===== src/rtl/board_pkg.sv =====
// Shared definitions for the battleship board: cell encodings, command opcodes and geometry.
// Used by board_cell_map and pix_to_cell.
package board_pkg;

    localparam int GRID_W    = 10;
    localparam int GRID_H    = 10;
    localparam int CELL_PX_W = 64;
    localparam int CELL_PX_H = 48;
    localparam int ACTIVE_W  = 640;
    localparam int ACTIVE_H  = 480;
    localparam int NUM_CELLS = GRID_W * GRID_H;

    typedef enum logic [1:0] {
        CELL_FREE     = 2'b00,
        CELL_OCC      = 2'b01,
        CELL_HIT      = 2'b10,
        CELL_OUTBOUND = 2'b11
    } cell_t;

    typedef enum logic [1:0] {
        OP_PLACE = 2'b00,
        OP_FIRE  = 2'b01,
        OP_CLEAR = 2'b10,
        OP_RSVD  = 2'b11
    } op_t;

    // Row-major linear index; only meaningful for in-range coordinates.
    function automatic logic [6:0] cell_index(input logic [3:0] x, input logic [3:0] y);
        return 7'(y) * 7'(GRID_W) + 7'(x);
    endfunction

endpackage


===== src/rtl/pix_to_cell.sv =====
// Combinational pixel-to-cell mapper: column from the pixel column bits, row from a
// comparator ladder on the line number, plus an outbound flag for non-active pixels.
module pix_to_cell
    import board_pkg::*;
(
    input  logic [9:0] current_row,
    input  logic [9:0] current_line,
    input  logic       enable,
    output logic [3:0] cell_x,
    output logic [3:0] cell_y,
    output logic       outbound
);

    // Cells are 64 px wide, so the column is just the upper bits.
    assign cell_x = current_row[9:6];

    always_comb begin
        // NOTE: every variable written in always_comb gets a default first, otherwise a latch is inferred.
        cell_y = '0;
        for (int i = 1; i < GRID_H; i++) begin
            if (current_line >= 10'(i * CELL_PX_H)) begin
                cell_y = 4'(i);
            end
        end
    end

    assign outbound = !enable
                    || (current_row  >= 10'(ACTIVE_W))
                    || (current_line >= 10'(ACTIVE_H));

endmodule


===== src/rtl/board_cell_map.sv =====
// Battleship board state store: 10x10 map of 2-bit cells with a command FSM and a
// 1-cycle registered pixel read port. Define BOARD_FOG_EN to report OCC cells as FREE.
module board_cell_map
    import board_pkg::*;
(
    input  logic       clk_in,
    input  logic       rst_in,
    input  logic [9:0] current_row,
    input  logic [9:0] current_line,
    input  logic       enable,
    output logic [1:0] cell_status,
    input  logic       cmd_valid,
    output logic       cmd_ready,
    input  logic [1:0] cmd_op,
    input  logic [3:0] cmd_x,
    input  logic [3:0] cmd_y,
    output logic       resp_valid,
    output logic       resp_hit,
    output logic       resp_err,
    output logic [6:0] ships_left,
    output logic       all_sunk
);

    localparam logic [1:0] ST_IDLE  = 2'd0;
    localparam logic [1:0] ST_EXEC  = 2'd1;
    localparam logic [1:0] ST_CLEAR = 2'd2;

    logic [1:0] state;
    op_t        op_q;
    logic [3:0] x_q;
    logic [3:0] y_q;
    logic [6:0] clr_idx;
    logic       placed;

    cell_t      map [NUM_CELLS];

    // Read path
    logic [3:0] rd_x;
    logic [3:0] rd_y;
    logic       rd_outbound;
    cell_t      rd_cell;
    cell_t      rd_view;

    pix_to_cell u_pix_to_cell (
        .current_row  (current_row),
        .current_line (current_line),
        .enable       (enable),
        .cell_x       (rd_x),
        .cell_y       (rd_y),
        .outbound     (rd_outbound)
    );

    always_comb begin
        rd_cell = rd_outbound ? CELL_OUTBOUND : map[cell_index(rd_x, rd_y)];
`ifdef BOARD_FOG_EN
        rd_view = (rd_cell == CELL_OCC) ? CELL_FREE : rd_cell;
`else
        rd_view = rd_cell;
`endif
    end

    always_ff @(posedge clk_in) begin
        // NOTE: sequential state is assigned with <= so every flop samples pre-edge values.
        if (rst_in) begin
            cell_status <= CELL_OUTBOUND;
        end else begin
            cell_status <= rd_view;
        end
    end

    // Command evaluation for the latched command
    logic       in_range;
    logic [6:0] exec_idx;
    cell_t      exec_cur;
    logic       wr_en;
    logic [6:0] wr_idx;
    cell_t      wr_data;
    logic       ex_hit;
    logic       ex_err;
    logic       ships_inc;
    logic       ships_dec;

    assign in_range = (x_q < 4'(GRID_W)) && (y_q < 4'(GRID_H));
    assign exec_idx = cell_index(x_q, y_q);
    assign exec_cur = in_range ? map[exec_idx] : CELL_OUTBOUND;

    always_comb begin
        wr_en     = 1'b0;
        wr_idx    = exec_idx;
        wr_data   = CELL_FREE;
        ex_hit    = 1'b0;
        ex_err    = 1'b0;
        ships_inc = 1'b0;
        ships_dec = 1'b0;
        if (state == ST_EXEC) begin
            if (op_q == OP_PLACE && in_range) begin
                if (exec_cur == CELL_FREE) begin
                    wr_en     = 1'b1;
                    wr_data   = CELL_OCC;
                    ships_inc = 1'b1;
                end else begin
                    ex_err = 1'b1;
                end
            end else if (op_q == OP_FIRE && in_range) begin
                if (exec_cur == CELL_OCC) begin
                    wr_en     = 1'b1;
                    wr_data   = CELL_HIT;
                    ex_hit    = 1'b1;
                    ships_dec = 1'b1;
                end else if (exec_cur != CELL_FREE) begin
                    ex_err = 1'b1;
                end
            end else begin
                // Out-of-range target or reserved opcode.
                ex_err = 1'b1;
            end
        end else if (state == ST_CLEAR) begin
            wr_en   = 1'b1;
            wr_idx  = clr_idx;
            wr_data = CELL_FREE;
        end
    end

    // Single write port into the map
    always_ff @(posedge clk_in) begin
        if (rst_in) begin
            // NOTE: the map is reset explicitly because every cell must read FREE right after reset.
            for (int i = 0; i < NUM_CELLS; i++) begin
                map[i] <= CELL_FREE;
            end
        end else if (wr_en) begin
            map[wr_idx] <= wr_data;
        end
    end

    // Control FSM, counter and response
    always_ff @(posedge clk_in) begin
        if (rst_in) begin
            state      <= ST_IDLE;
            op_q       <= OP_PLACE;
            x_q        <= '0;
            y_q        <= '0;
            clr_idx    <= '0;
            placed     <= 1'b0;
            ships_left <= '0;
            resp_valid <= 1'b0;
            resp_hit   <= 1'b0;
            resp_err   <= 1'b0;
        end else begin
            resp_valid <= 1'b0;
            resp_hit   <= 1'b0;
            resp_err   <= 1'b0;
            case (state)
                ST_IDLE: begin
                    if (cmd_valid) begin
                        op_q    <= op_t'(cmd_op);
                        x_q     <= cmd_x;
                        y_q     <= cmd_y;
                        clr_idx <= '0;
                        state   <= (cmd_op == OP_CLEAR) ? ST_CLEAR : ST_EXEC;
                    end
                end
                ST_EXEC: begin
                    resp_valid <= 1'b1;
                    resp_hit   <= ex_hit;
                    resp_err   <= ex_err;
                    if (ships_inc) begin
                        placed <= 1'b1;
                        if (ships_left < 7'(NUM_CELLS)) begin
                            ships_left <= ships_left + 7'd1;
                        end
                    end
                    if (ships_dec && ships_left != 7'd0) begin
                        ships_left <= ships_left - 7'd1;
                    end
                    state <= ST_IDLE;
                end
                ST_CLEAR: begin
                    if (clr_idx == 7'(NUM_CELLS - 1)) begin
                        ships_left <= '0;
                        placed     <= 1'b0;
                        resp_valid <= 1'b1;
                        state      <= ST_IDLE;
                    end else begin
                        clr_idx <= clr_idx + 7'd1;
                    end
                end
                default: state <= ST_IDLE;
            endcase
        end
    end

    assign cmd_ready = (state == ST_IDLE);
    assign all_sunk  = placed && (ships_left == 7'd0);

endmodule


===== config.mk =====
export PLATFORM = sky130hd
export DESIGN_NAME = board_cell_map
export DESIGN_NICKNAME = d
export VERILOG_FILES = /design/src/rtl/board_pkg.sv /design/src/rtl/pix_to_cell.sv /design/src/rtl/board_cell_map.sv
export SDC_FILE = /design/constraint.sdc
export NUM_CORES = 1
export LEC_CHECK = 0
export ABC_AREA = 1
export BUFFER_PORTS_ARGS = -buffer_cell sky130_fd_sc_hd__buf_4
export CAP_MARGIN = 10
export CORE_ASPECT_RATIO = 0.9
export CORE_MARGIN = 8
export CORE_UTILIZATION = 29
export DETAILED_ROUTE_END_ITERATION = 12
export SLEW_MARGIN = 20
export SYNTH_ARGS = -nofsm -noshare
export SYNTH_HDL_FRONTEND = slang
export SYNTH_SLANG_ARGS = --single-unit

===== constraint.sdc =====
create_clock -name clk_in -period 11.65 [get_ports clk_in]
set_clock_uncertainty 0.15 [all_clocks]
set_input_delay 0.5825 -clock clk_in [delete_from_list [all_inputs] [get_ports clk_in]]
set_output_delay 0.5825 -clock clk_in [all_outputs]
set_load 0.005 [all_outputs]

== Word-level counts from Yosys, hierarchy flattened ==
Memory sizes are Yosys's and may differ from the RTL's. A register that Yosys moved wholly into a read port is not among the register bits.
Cells that the tools add are included.
Storage, ports and cells
  memories: 1
  output and inout port bits: 14
  memory bits (writable): 200
  latch bits: 0
  word-level logic and storage cells: 126
  memory bits (read-only): 0
  bits in registers: 30
Memory list
  map: depth 100, bits a word 2, rd ports 2, clocked after Yosys merged registers in 1, wr ports 100, RTL line board_cell_map.sv:35  | cell_t map [NUM_CELLS];
Cells by class
  shift-type cells: 0
  divide/modulo/power cells: 0
  add/subtract/negate cells: 5
  equal/unequal tests: 12
  muxes and demuxes: 57
  bitwise gates (word level): 1
  $lt $le $gt $ge: 14
  multiply operators: 2
  reductions and logical operators: 24
Operator list (count)
  $mux W7: 9
  $ge A10 B9 Y1 const B: 5
  $ge A10 B8 Y1 const B: 3
  $pmux W7 S2: 2
  $mux W1: 26
  $mux W2: 11
  $add A7 B1 Y7 const B: 2
  $add A7 B4 Y7: 2
  $mul A4 B3 Y6 const B: 2
  $mux W3: 4
  $ge A10 B10 Y1 const B: 1
  $ge A10 B6 Y1 const B: 1
  $ge A10 B7 Y1 const B: 1
  $lt A4 B4 Y1 const B: 2
  $mux W4: 2
  $eq A7 B7 Y1 const B: 1
  $logic_not A7 Y1: 1
  $lt A7 B7 Y1 const B: 1
  $reduce_bool A7 Y1: 1
  $sub A7 B1 Y7 const B: 1
  $eq A2 B1 Y1 const B: 3
  $logic_not A2 Y1: 3
  $ne A2 B2 Y1 const B: 3
  $reduce_and A3 Y1: 2
  other kinds (14): 26

== Depth between registers and ports, before layout ==
Gate-level depths: netlist of the first run.
An unclocked memory read counts as a cell.
  depth after elaboration: 14
  depth in mapped cells: 30
  depth with buffers taken out: 29

== Modules after synthesis ==
A second synthesis of the first run with hierarchy kept.
Second synthesis, totals
  cells, all modules: 2309
  area total of the unflattened synthesis: 17744.5 sq um
Modules (own cells, without submodules)
  board_cell_map: area each 17525.6 sq um, cells an instance 2264, instances 1, seq. area each 8328.0 sq um
  pix_to_cell: area each 219.0 sq um, cells an instance 45, instances 1, seq. area each 0.0 sq um

== Least setup slack after synthesis of the first run ==
Ideal clock, no wire load.
  path kind: register to register
  start point: register y_q[1]
  end point: register ships_left[6]
  arrival: 3694 ps
  cell stages (with the launch flop): 28
  data required time: 11371 ps
  buffers on the path: 0
  clock period less this slack: 3973 ps
  slack: 7677 ps
  library setup time: 129 ps
  path through: dfxtp_1 > ha_1 > ha_1 > inv_1 > fa_1 > xnor2_1 > inv_2 > nand3_1 > nand2_1 > nand2_1 > nand2_1 > nor2_1 > nand4_1 > inv_1 > ha_1 > a21oi_1 > nand2_1 > nand2_1 > nand2_1 > a21oi_1 > xor2_1 > inv_1 > nand2_1 > nand2_1 > nand2_1 > nor2_1 > nor2_1 > nor2_1
Between the ends
  cells in the longest elaborated chain, start to end: 12
  elaborated cells between the ends (all ways): 23
  classes of those cells: add/sub: 1; mul: 1; order compare: 1; eq/ne: 3; mux: 10; reduce/logical: 6; memory: 1
Ends and longest elaborated chain
  start: declaration: RTL line board_cell_map.sv:31  | logic [3:0] y_q;
  start signal: assignment: RTL line board_cell_map.sv:158  | y_q <= cmd_y;
  $mul A4 B3 Y6: RTL line board_pkg.sv:29  | return 7'(y) * 7'(GRID_W) + 7'(x);
  $add A7 B4 Y7: RTL line board_pkg.sv:29
  $mem_v2 Z100 W2
  $mux W2: RTL line board_cell_map.sv:85  | assign exec_cur = in_range ? map[exec_idx] : CELL_OUTBOUND;
  $eq A2 B1 Y1: RTL line board_cell_map.sv:105  | if (exec_cur == CELL_OCC) begin
  $mux W1: RTL line board_cell_map.sv:105
  $mux W1: RTL line board_cell_map.sv:104  | end else if (op_q == OP_FIRE && in_range) begin
  $mux W1
  $mux W1: RTL line board_cell_map.sv:95  | if (state == ST_EXEC) begin
  $logic_and A1 B1 Y1: RTL line board_cell_map.sv:173  | if (ships_dec && ships_left != 7'd0) begin
  $ne A3 B1 Y1 (no line), or another cell as far along
  $reduce_and A4 Y1 (no line) or $pmux W7 S2 (tied branches)
  end signal: assignment: RTL line board_cell_map.sv:170  | ships_left <= ships_left + 7'd1;
  end signal: assignment: RTL line board_cell_map.sv:174  | ships_left <= ships_left - 7'd1;
  end: declaration: RTL line board_cell_map.sv:20  | output logic [6:0] ships_left,
Several ways; a longest one is shown, not always the timed one.
A chain may end at the register's enable or synchronous reset.

==> impl_results.md, run 1 <==
* Outcome: finished, final reports clean
* Data arrival time of the critical path at 5.75 ns
* TritonCTS clock tree: yes
* Ratio of cells with drive above 1 in the final layout at 6.27%
* Final Hold Viols at 0
* Number of placed I/O pins at 48
* Most common flop cell mapped by yosys: edfxtp_1
* Most common cell after layout, fill and taps aside: nand2_1
* Met1 track demand over resource in global routing at 19.4%
* CTS clk-pin slew, worst paths at 0.06 ns
* Number of enable flip-flop cells after synthesis at 256
* Power Dens Cells at 153 nW/um^2
* Wire length of the first global-routing pass at 81.7 mm
* Static Leak at 7.46 nW
* Maximum number of pins on one net before global-route repair at 91
* Worst hold path type: input port to register
* Post-synthesis cell count at 2304
* Count of clock tree sinks at 288
* Number of placed instances, taps included at 3002
* Max FO, Critical Path at 68
* Buffer levels on the longest clock path at 3
* Final period demand of the worst path at 5.52 ns
* Endpoint required time on the critical path at 11.88 ns
* Via/cell ratio at 5.15
* Number of buffers inserted during clock tree synthesis at 34
* VDD IR-drop max at 0.0846 mV
* Async set-or-reset flop fraction in the synthesized netlist at 0%
* Number of gates given a new drive strength after cts at 0
* Vias in the first global route at 15400
* Area of the die at 68300 um^2
* Antenna cell count at 0
* IO buf count at 37
* Worst Max-Slew Pin Slew at 1.17 ns
* Total of fill cells in the finished design at 6200
* Final setup margin at 6.13 ns
* Count of nets after finishing at 2316
* Global routing usage summed across all routing layers at 14.8%
* Category of the critical setup timing path: register to register
* Slew headroom at 22.0%
* Root cell of the clock tree: clkbuf_16
* Cell types with the largest area share after synthesis: edfxtp_1 (44%), nand2_1 (11%), nor2_1 (9.2%)
* Iteration count of the initial detailed-routing pass at 6
* Final hold slack at 0.156 ns
* Share of the synthesized area in the top cell type at 44.1%
* Netlist cell types at 44
* Highest Clock Rate at 0.181 GHz
* Width of the chip at 275 um
* Row count at 85
* Gpl congestion at 0.849
* WL per Instance at 17.2 um
* Number of vias after detailed routing at 15800
* Area occupied by multi-input gates at 7590 um^2
* CP endpoint kind: register
* Number of buffers inserted by post-CTS setup repair at 0
* Post-synthesis sequential element count at 288
* Met3 layer usage reported by global route at 1.88%
* Worst Setup Start Kind: register
* Non-filler instance count after layout at 3062
* Number of antenna violations at the first check in global routing at 0
* Final max-slew violation count at 0
* Synthesized area per cell at 7.57 um^2
* Library cell with the largest summed area after synthesis: edfxtp_1
* Area delta synth->final at 10.5%
* Routing layer with the top usage in global route: met2
* Sequential cell area at 8330 um^2
* Setup TNS at 0 ns
* Drc violations at 0
* Setup repair after global routing missed its margin: false
* Number of nets with antenna violations after routing at 0
* Worst slack at placement at 6.20 ns
* Post-synthesis net count at 2365
* Yosys warning count at 0
* Die boundary height at 249 um
* Met2 track utilization from global routing at 24.8%
* Leftover overflow at the end of global routing at 0
* Most frequent cells in the layout: nand2_1 (517), nor2_1 (427), edfxtp_1 (256)
* Number of failing setup endpoints in the final timing report at 0
* Starting Density at 29.2%
* Core Area at 59700 um^2
* Post-detailed-placement half-perimeter wirelength at 33.0 mm
* Cell Area, Synth at 17400 um^2
* Share of the core filled with cells at 32.3%
* Sequential fraction of the synthesis area at 47.7%
* Number of maximum-capacitance constraint violations at 0
* Cts-stage hold buffer count at 0
* Period utilisation layout at 47.4%
* CTS H-tree depth at 2
* Clk_lat worst skew at 0.54 ns
* Final routed wirelength across all metal layers at 52.5 mm
* Number of DRC violations after detailed-routing iteration 0 at 1705
critical path, cell delays in order, from the launching register on:
cell	delay [ns]
dfxtp_1	0.34
ha_2	0.19
fa_1	0.48
buf_4	0.46
clkinv_1	0.21
buf_4	0.35
nand3_1	0.18
nand3_1	0.12
nand3_1	0.17
nand3_1	0.23
a21oi_1	0.26
nor2_1	0.08
nor2_1	0.21
inv_2	0.07
nor2_1	0.09
buf_4	0.32
clkinv_2	0.54
buf_4	0.60
nor2_1	0.22
power breakdown:
| part | switching [mW] | internal (mW) |
|---|---|---|
| clock network | 0.434 | 0.582 |
| logic | 0.543 | 0.205 |
| registers | 0.0242 | 1.15 |
cell usage after synthesis (all sizes together), types with 2 or more instances:
| cell type | number |
|---|---|
| xor2 | 7 |
| nand3b | 2 |
| clkinv | 2 |
| ha | 22 |
| xnor2 | 6 |
| nand3 | 250 |
| o211ai | 70 |
| o21ai | 167 |
| a21oi | 118 |
| inv | 237 |
| nor4 | 2 |
| nand2 | 527 |
| dfxtp | 32 |
| nor2 | 427 |
| fa | 5 |
| nand4 | 6 |
| edfxtp | 256 |
| clkbuf | 80 |
| or2 | 2 |
| buf | 63 |
| a31oi | 2 |
| nor3 | 7 |
| o311ai | 2 |
| nor3b | 3 |
final cells by class:
cell class | instances | share of cell area (%)
inverter | 239 | 4.70
clock inverter | 20 | 0.837
tap | 783 | 5.08
multi-input combinational | 1634 | 39.4
clock buffer | 40 | 4.53
sequential | 288 | 43.2
timing repair buffer | 58 | 2.26
metal layers:
layer,wire length [um],vias to the layer above,part of all wire [%]
met5,0,-,0
met4,1800,0,3.4
met3,4710,127,9.0
met2,24500,758,47
met1,21600,7354,41
li1,-,7527,-
through the flow:
step                      instance area (um^2)  total power, mW
after floorplan                          17400             1.67
after global placement                   18200             1.92
after detailed placement                 18200             1.93
after CTS                                19300             2.94
after global routing                     19300             3.06
final                                    19300             2.94
cell families (layout without fill, tap and decap cells):
kind of cell	after synthesis	count (layout)	synth area share [%]
adder cells (fa/ha/maj)	27	27	2.15
flip-flops	288	288	47.7
AO/OA/AOI/OAI	366	366	11.7
AND/OR/NAND/NOR	1228	1228	28.8
buffers and inverters	382	357	8.88
XOR/XNOR	13	13	0.696
state kept, by name (all words and copies together) (netlist names):
register and flops:
op_q 2, state 2, y_q 4, resp_valid 1, cell_status 2, resp_hit 1
ships_left 7, clr_idx 7, resp_err 1, placed 1, x_q 4, map 256
path summary, 6_finish.rpt:
kind / startpoint / to / slack [ns] / cells past startpoint
worst min-delay path: cmd_x[3] / x_q[3]$_SDFFE_PP0P_ / 0.16 / 3
worst max register to register: y_q[0]$_SDFFE_PP0P_ / map[88][1]$_SDFFCE_PN0P_ / 6.13 / 18
worst min register to register: op_q[0]$_SDFFE_PP0P_ / op_q[0]$_SDFFE_PP0P_ / 0.33 / 2
worst max-delay path: y_q[0]$_SDFFE_PP0P_ / map[88][1]$_SDFFCE_PN0P_ / 6.13 / 18
(Power assumes the default switching activity.)
==> run 2: changes to the inputs <==
- ABC_AREA: 1 -> 0
- clock period: 11.65 -> 5.6 ns (I/O delays scaled with it)
==> run 2 against run 1 <==
Net effect:
- first-iteration DRC count fell by 15%
- die area fell by 3.5%
- fmax rose by 5.4%
- worst setup slack got worse by 5.8 ns
- critical path depth rose by 2
- flip-flop and latch count did not move
- combinational power rose by 55%
- sequential share of layout area rose by 0.34 points
- via count fell by 25%
- largest cell class unchanged
==> impl_results.md, run 2 <==
* Leading cell type by number of instances after synthesis: edfxtp_1 (was nand2_1)
* Final period demand of the worst path at 5.24 ns (was 5.52 ns)
* Slew headroom at 27.4% (was 22.0%)
* Leftover overflow at the end of global routing at 0 (unchanged)
* Post-synthesis cell count at 1303 (was 2304)
* Most frequent cells in the layout: edfxtp_1 (256), nor2_1 (149), mux4_2 (143) (was nand2_1 (517), nor2_1 (427), edfxtp_1 (256))
* Number of enable flip-flop cells after synthesis at 256 (unchanged)
* Most common cell on crit path: ha_1
* Final routed wirelength across all metal layers at 49.8 mm (was 52.5 mm)
* Area delta synth->final at 13.9% (was 10.5%)
* Number of buffers inserted during clock tree synthesis at 35 (was 34)
* Sequential fraction of the synthesis area at 49.6% (was 47.7%)
* CTS H-tree depth at 2 (unchanged)
* Static Leak at 6.10 nW (was 7.46 nW)
* Maximum cell stage delay along the critical path at 0.45 ns (was 0.60 ns)
* Ratio of cells with drive above 1 in the final layout at 24.4% (was 6.27%)
* Number of DRC violations after detailed-routing iteration 0 at 1442 (was 1705)
* Largest register FFs at 256 (unchanged)
* Sw Pwr at 1.67 mW (was 1.00 mW)
* Yosys warning count at 0 (unchanged)
* Commonest cells in the synthesized netlist: edfxtp_1 (256), nor2_1 (150), mux4_2 (143) (was nand2_1 (517), nor2_1 (427), edfxtp_1 (256))
* Period utilisation layout at 93.5% (was 47.4%)
* Netlist cell types at 73 (was 44)
* Number of failing setup endpoints in the final timing report at 0 (unchanged)
* IO buf count at 37 (unchanged)
* Met3 layer usage reported by global route at 4.91% (was 1.88%)
* Combinational share of power at 19.7% (was 25.4%)
* Number of placed I/O pins at 48 (unchanged)
* Max FO, Critical Path at 8 (was 68)
* Synthesized area per cell at 12.9 um^2 (was 7.57 um^2)
* Die boundary height at 244 um (was 249 um)
* Worst Setup Start Kind: register (unchanged)
* WL per Instance at 23.6 um (was 17.2 um)
* Register with the highest flop count: map (unchanged)
* CP max-delay cell: dfxtp_1 (was buf_4)
* Total of fill cells in the finished design at 5563 (was 6200)
* Vias in the first global route at 11900 (was 15400)
* Global routing usage summed across all routing layers at 14.7% (was 14.8%)
* TritonCTS clock tree: yes (unchanged)
* Most common cell after layout, fill and taps aside: edfxtp_1 (was nand2_1)
* Endpoint required time on the critical path at 5.95 ns (was 11.88 ns)
* Count of nets after finishing at 1379 (was 2316)
* Width of the chip at 270 um (was 275 um)
* Number of vias after detailed routing at 11900 (was 15800)
* Number of buffers inserted by post-CTS setup repair at 0 (unchanged)
* Post-detailed-placement half-perimeter wirelength at 33.0 mm (about the same)
* Wire length of the first global-routing pass at 74.2 mm (was 81.7 mm)
* Count of clock tree sinks at 288 (unchanged)
* Int Pwr at 4.22 mW (was 1.94 mW)
* CP endpoint kind: register (unchanged)
* Core Area at 57100 um^2 (was 59700 um^2)
* Worst Max-Slew Pin Slew at 1.09 ns (was 1.17 ns)
* Data arrival time of the critical path at 5.59 ns (was 5.75 ns)
* Maximum number of pins on one net before global-route repair at 62 (was 91)
* Root cell of the clock tree: clkbuf_16 (unchanged)
* Drc violations at 0 (unchanged)
* Number of antenna violations at the first check in global routing at 2 (was 0)
* Async set-or-reset flop fraction in the synthesized netlist at 0% (unchanged)
* Met1 track demand over resource in global routing at 18.4% (was 19.4%)
* Row count at 83 (was 85)
* Most common flop cell mapped by yosys: edfxtp_1 (unchanged)
* Setup TNS at 0 ns (unchanged)
* Number of instances on the worst hold path at 4 (was 3)
* Fraction of power consumed by the clock network at 38.9% (was 34.6%)
* CTS clk-pin slew, worst paths at 0.06 ns (about the same)
* Cell Area, Synth at 16800 um^2 (was 17400 um^2)
* Series of cell instances along the critical path: ha_1 -> ha_1 -> inv_1 -> fa_1 -> a21bo_2 -> o22a_1 -> mux4_2 -> nand2_1 -> nand4_1 -> o211ai_1 -> nand2_1 -> nor2_2 -> ha_1 -> a21o_1 -> a21oi_1 -> o21bai_1 -> a21o_1 -> a31o_2 -> a2111oi_1 -> a311o_1 (was ha_2 -> fa_1 -> buf_4 -> clkinv_1 -> buf_4 -> nand3_1 -> nand3_1 -> nand3_1 -> nand3_1 -> a21oi_1 -> nor2_1 -> nor2_1 -> inv_2 -> nor2_1 -> buf_4 -> clkinv_2 -> buf_4 -> nor2_1)
* Number of nets with antenna violations after routing at 0 (unchanged)
* Share of the synthesized area in the top cell type at 45.8% (was 44.1%)
* Depth of the worst register-to-register path at 20 (was 18)
* Gpl congestion at 0.834 (was 0.849)
* Category of the critical setup timing path: register to register (unchanged)
* Iteration count of the initial detailed-routing pass at 5 (was 6)
* Power Dens Cells at 308 nW/um^2 (was 153 nW/um^2)
* Post-synthesis net count at 1364 (was 2365)
* Met2 track utilization from global routing at 23.6% (was 24.8%)
* Sw Share at 28.3% (was 34.1%)
* Starting Density at 29.4% (was 29.2%)
* Number of maximum-capacitance constraint violations at 0 (unchanged)
* Power share of the sequential group at 41.4% (was 40.0%)
* Area occupied by multi-input gates at 7780 um^2 (was 7590 um^2)
* Library cell with the largest summed area after synthesis: edfxtp_1 (unchanged)
* Cell types with the largest area share after synthesis: edfxtp_1 (46%), mux4_2 (19%), dfxtp_1 (3.8%) (was edfxtp_1 (44%), nand2_1 (11%), nor2_1 (9.2%))
* Biggest registers after layout: map (256), clr_idx (7), ships_left (7) (unchanged)
* Routing layer with the top usage in global route: met2 (unchanged)
* Highest Clock Rate at 0.191 GHz (was 0.181 GHz)
* Post-synthesis sequential element count at 288 (unchanged)
* Buffer levels on the longest clock path at 3 (unchanged)
* Final max-slew violation count at 0 (unchanged)
* Final hold slack at 0.0454 ns (was 0.156 ns)
* Worst hold path type: input port to register (unchanged)
* Via/cell ratio at 5.62 (was 5.15)
* Sequential cell area at 8330 um^2 (unchanged)
* Clk_lat worst skew at 0.56 ns (was 0.54 ns)
* VDD IR-drop max at 0.161 mV (was 0.0846 mV)
* Final Hold Viols at 0 (unchanged)
* Area of the die at 65900 um^2 (was 68300 um^2)
* Outcome: finished, final reports clean (unchanged)
## run 2: cell count changes after synthesis, moves of 12 or more
cell      delta
mux4_2     +143
clkbuf_1    -27
nand3_1    -239
mux2i_1     +28
nor3_1     +119
a21oi_1     -80
a41o_1      +12
nand2_1    -431
inv_1      -203
o21ai_0     -63
inv_2       -17
nor2_1     -277
buf_2       -15
o211ai_1    -60
## run 2: power groups by stage
| stage | Sequential (mW) | Clock, mW | Combinational [mW] |
|---|---|---|---|
| after global routing | 2.44 | 2.39 | 1.22 |
| after global placement | 2.48 | 0 | 1.12 |
| after floorplan | 2.46 | 0 | 0.785 |
| final | 2.44 | 2.29 | 1.16 |
| after detailed placement | 2.48 | 0 | 1.13 |
| after CTS | 2.44 | 2.31 | 1.14 |
## run 2: kinds of logic (layout without fill, tap and decap cells)
kind of cell,Yosys count,in the layout,synth area share [%]
fa+ha+maj,27,27,2.23
compound gates,202,202,7.49
flops,288,288,49.6
other cells,0,1,0
buf+inv,139,181,4.48
mux,184,184,22.4
simple gates,446,446,12.8
xor+xnor,17,17,0.998
## run 2: final timing paths
kind	startpoint	endpoint	slack, ns
max	y_q[1]$_SDFFE_PP0P_	ships_left[6]$_SDFFE_PP0P_	0.36
min	enable	cell_status[1]$_SDFF_PP1_	0.05
max reg2reg	y_q[1]$_SDFFE_PP0P_	ships_left[6]$_SDFFE_PP0P_	0.36
min reg2reg	placed$_SDFFE_PP0P_	placed$_SDFFE_PP0P_	0.33
## run 2: metrics by stage
stage | power, mW | instances | worst slack (ns) | instance area [um^2] | util (%)
6_report | 5.88 | 2111 | 0.362 | 19100 | 33.5
2_1_floorplan | 3.24 | 1303 | 0.532 | 16800 | -
4_1_cts | 5.89 | 2110 | 0.201 | 19100 | 33.4
5_1_grt | 6.06 | 2110 | -0.0613 | 19100 | 33.5
3_5_place_dp | 3.61 | 2035 | 0.239 | 17800 | 31.2
3_3_place_gp | 3.59 | 2035 | 0.225 | 17800 | 31.2
## run 2: what timing repair did
action,in CTS,in global routing
endpoints found under the hold margin,12,0
resized for setup,0,9
endpoints found under the setup margin,0,1
hold buffers,11,0
## run 2: layer usage
| layer | up-vias | wire length [um] |
|---|---|---|
| met5 | - | 13 |
| met4 | 2 | 1670 |
| met3 | 130 | 5640 |
| met2 | 635 | 22900 |
| met1 | 5975 | 19600 |
| li1 | 5128 | - |
## run 2: critical path, delay by kind of cell, from the launching register on
| kind | cells | cell delay [ns] |
|---|---|---|
| buffers and inverters | 1 | 0.07 |
| AOI/OAI and AO/OA | 10 | 2.30 |
| and+or+nand+nor | 4 | 0.61 |
| DFF | 1 | 0.45 |
| muxes | 1 | 0.42 |
| adders and majority gates | 4 | 1.21 |
## run 2: layout make-up
class                           instances  share of cell area [%]
Clock buffer                           52                    5.49
Multi-Input combinational cell        876                    40.7
Antenna cell                            1                  0.0131
Tap cell                              765                    5.00
Sequential cell                       288                    43.6
Clock inverter                         12                   0.530
Timing Repair Buffer                  100                    4.40
Inverter                               17                   0.334
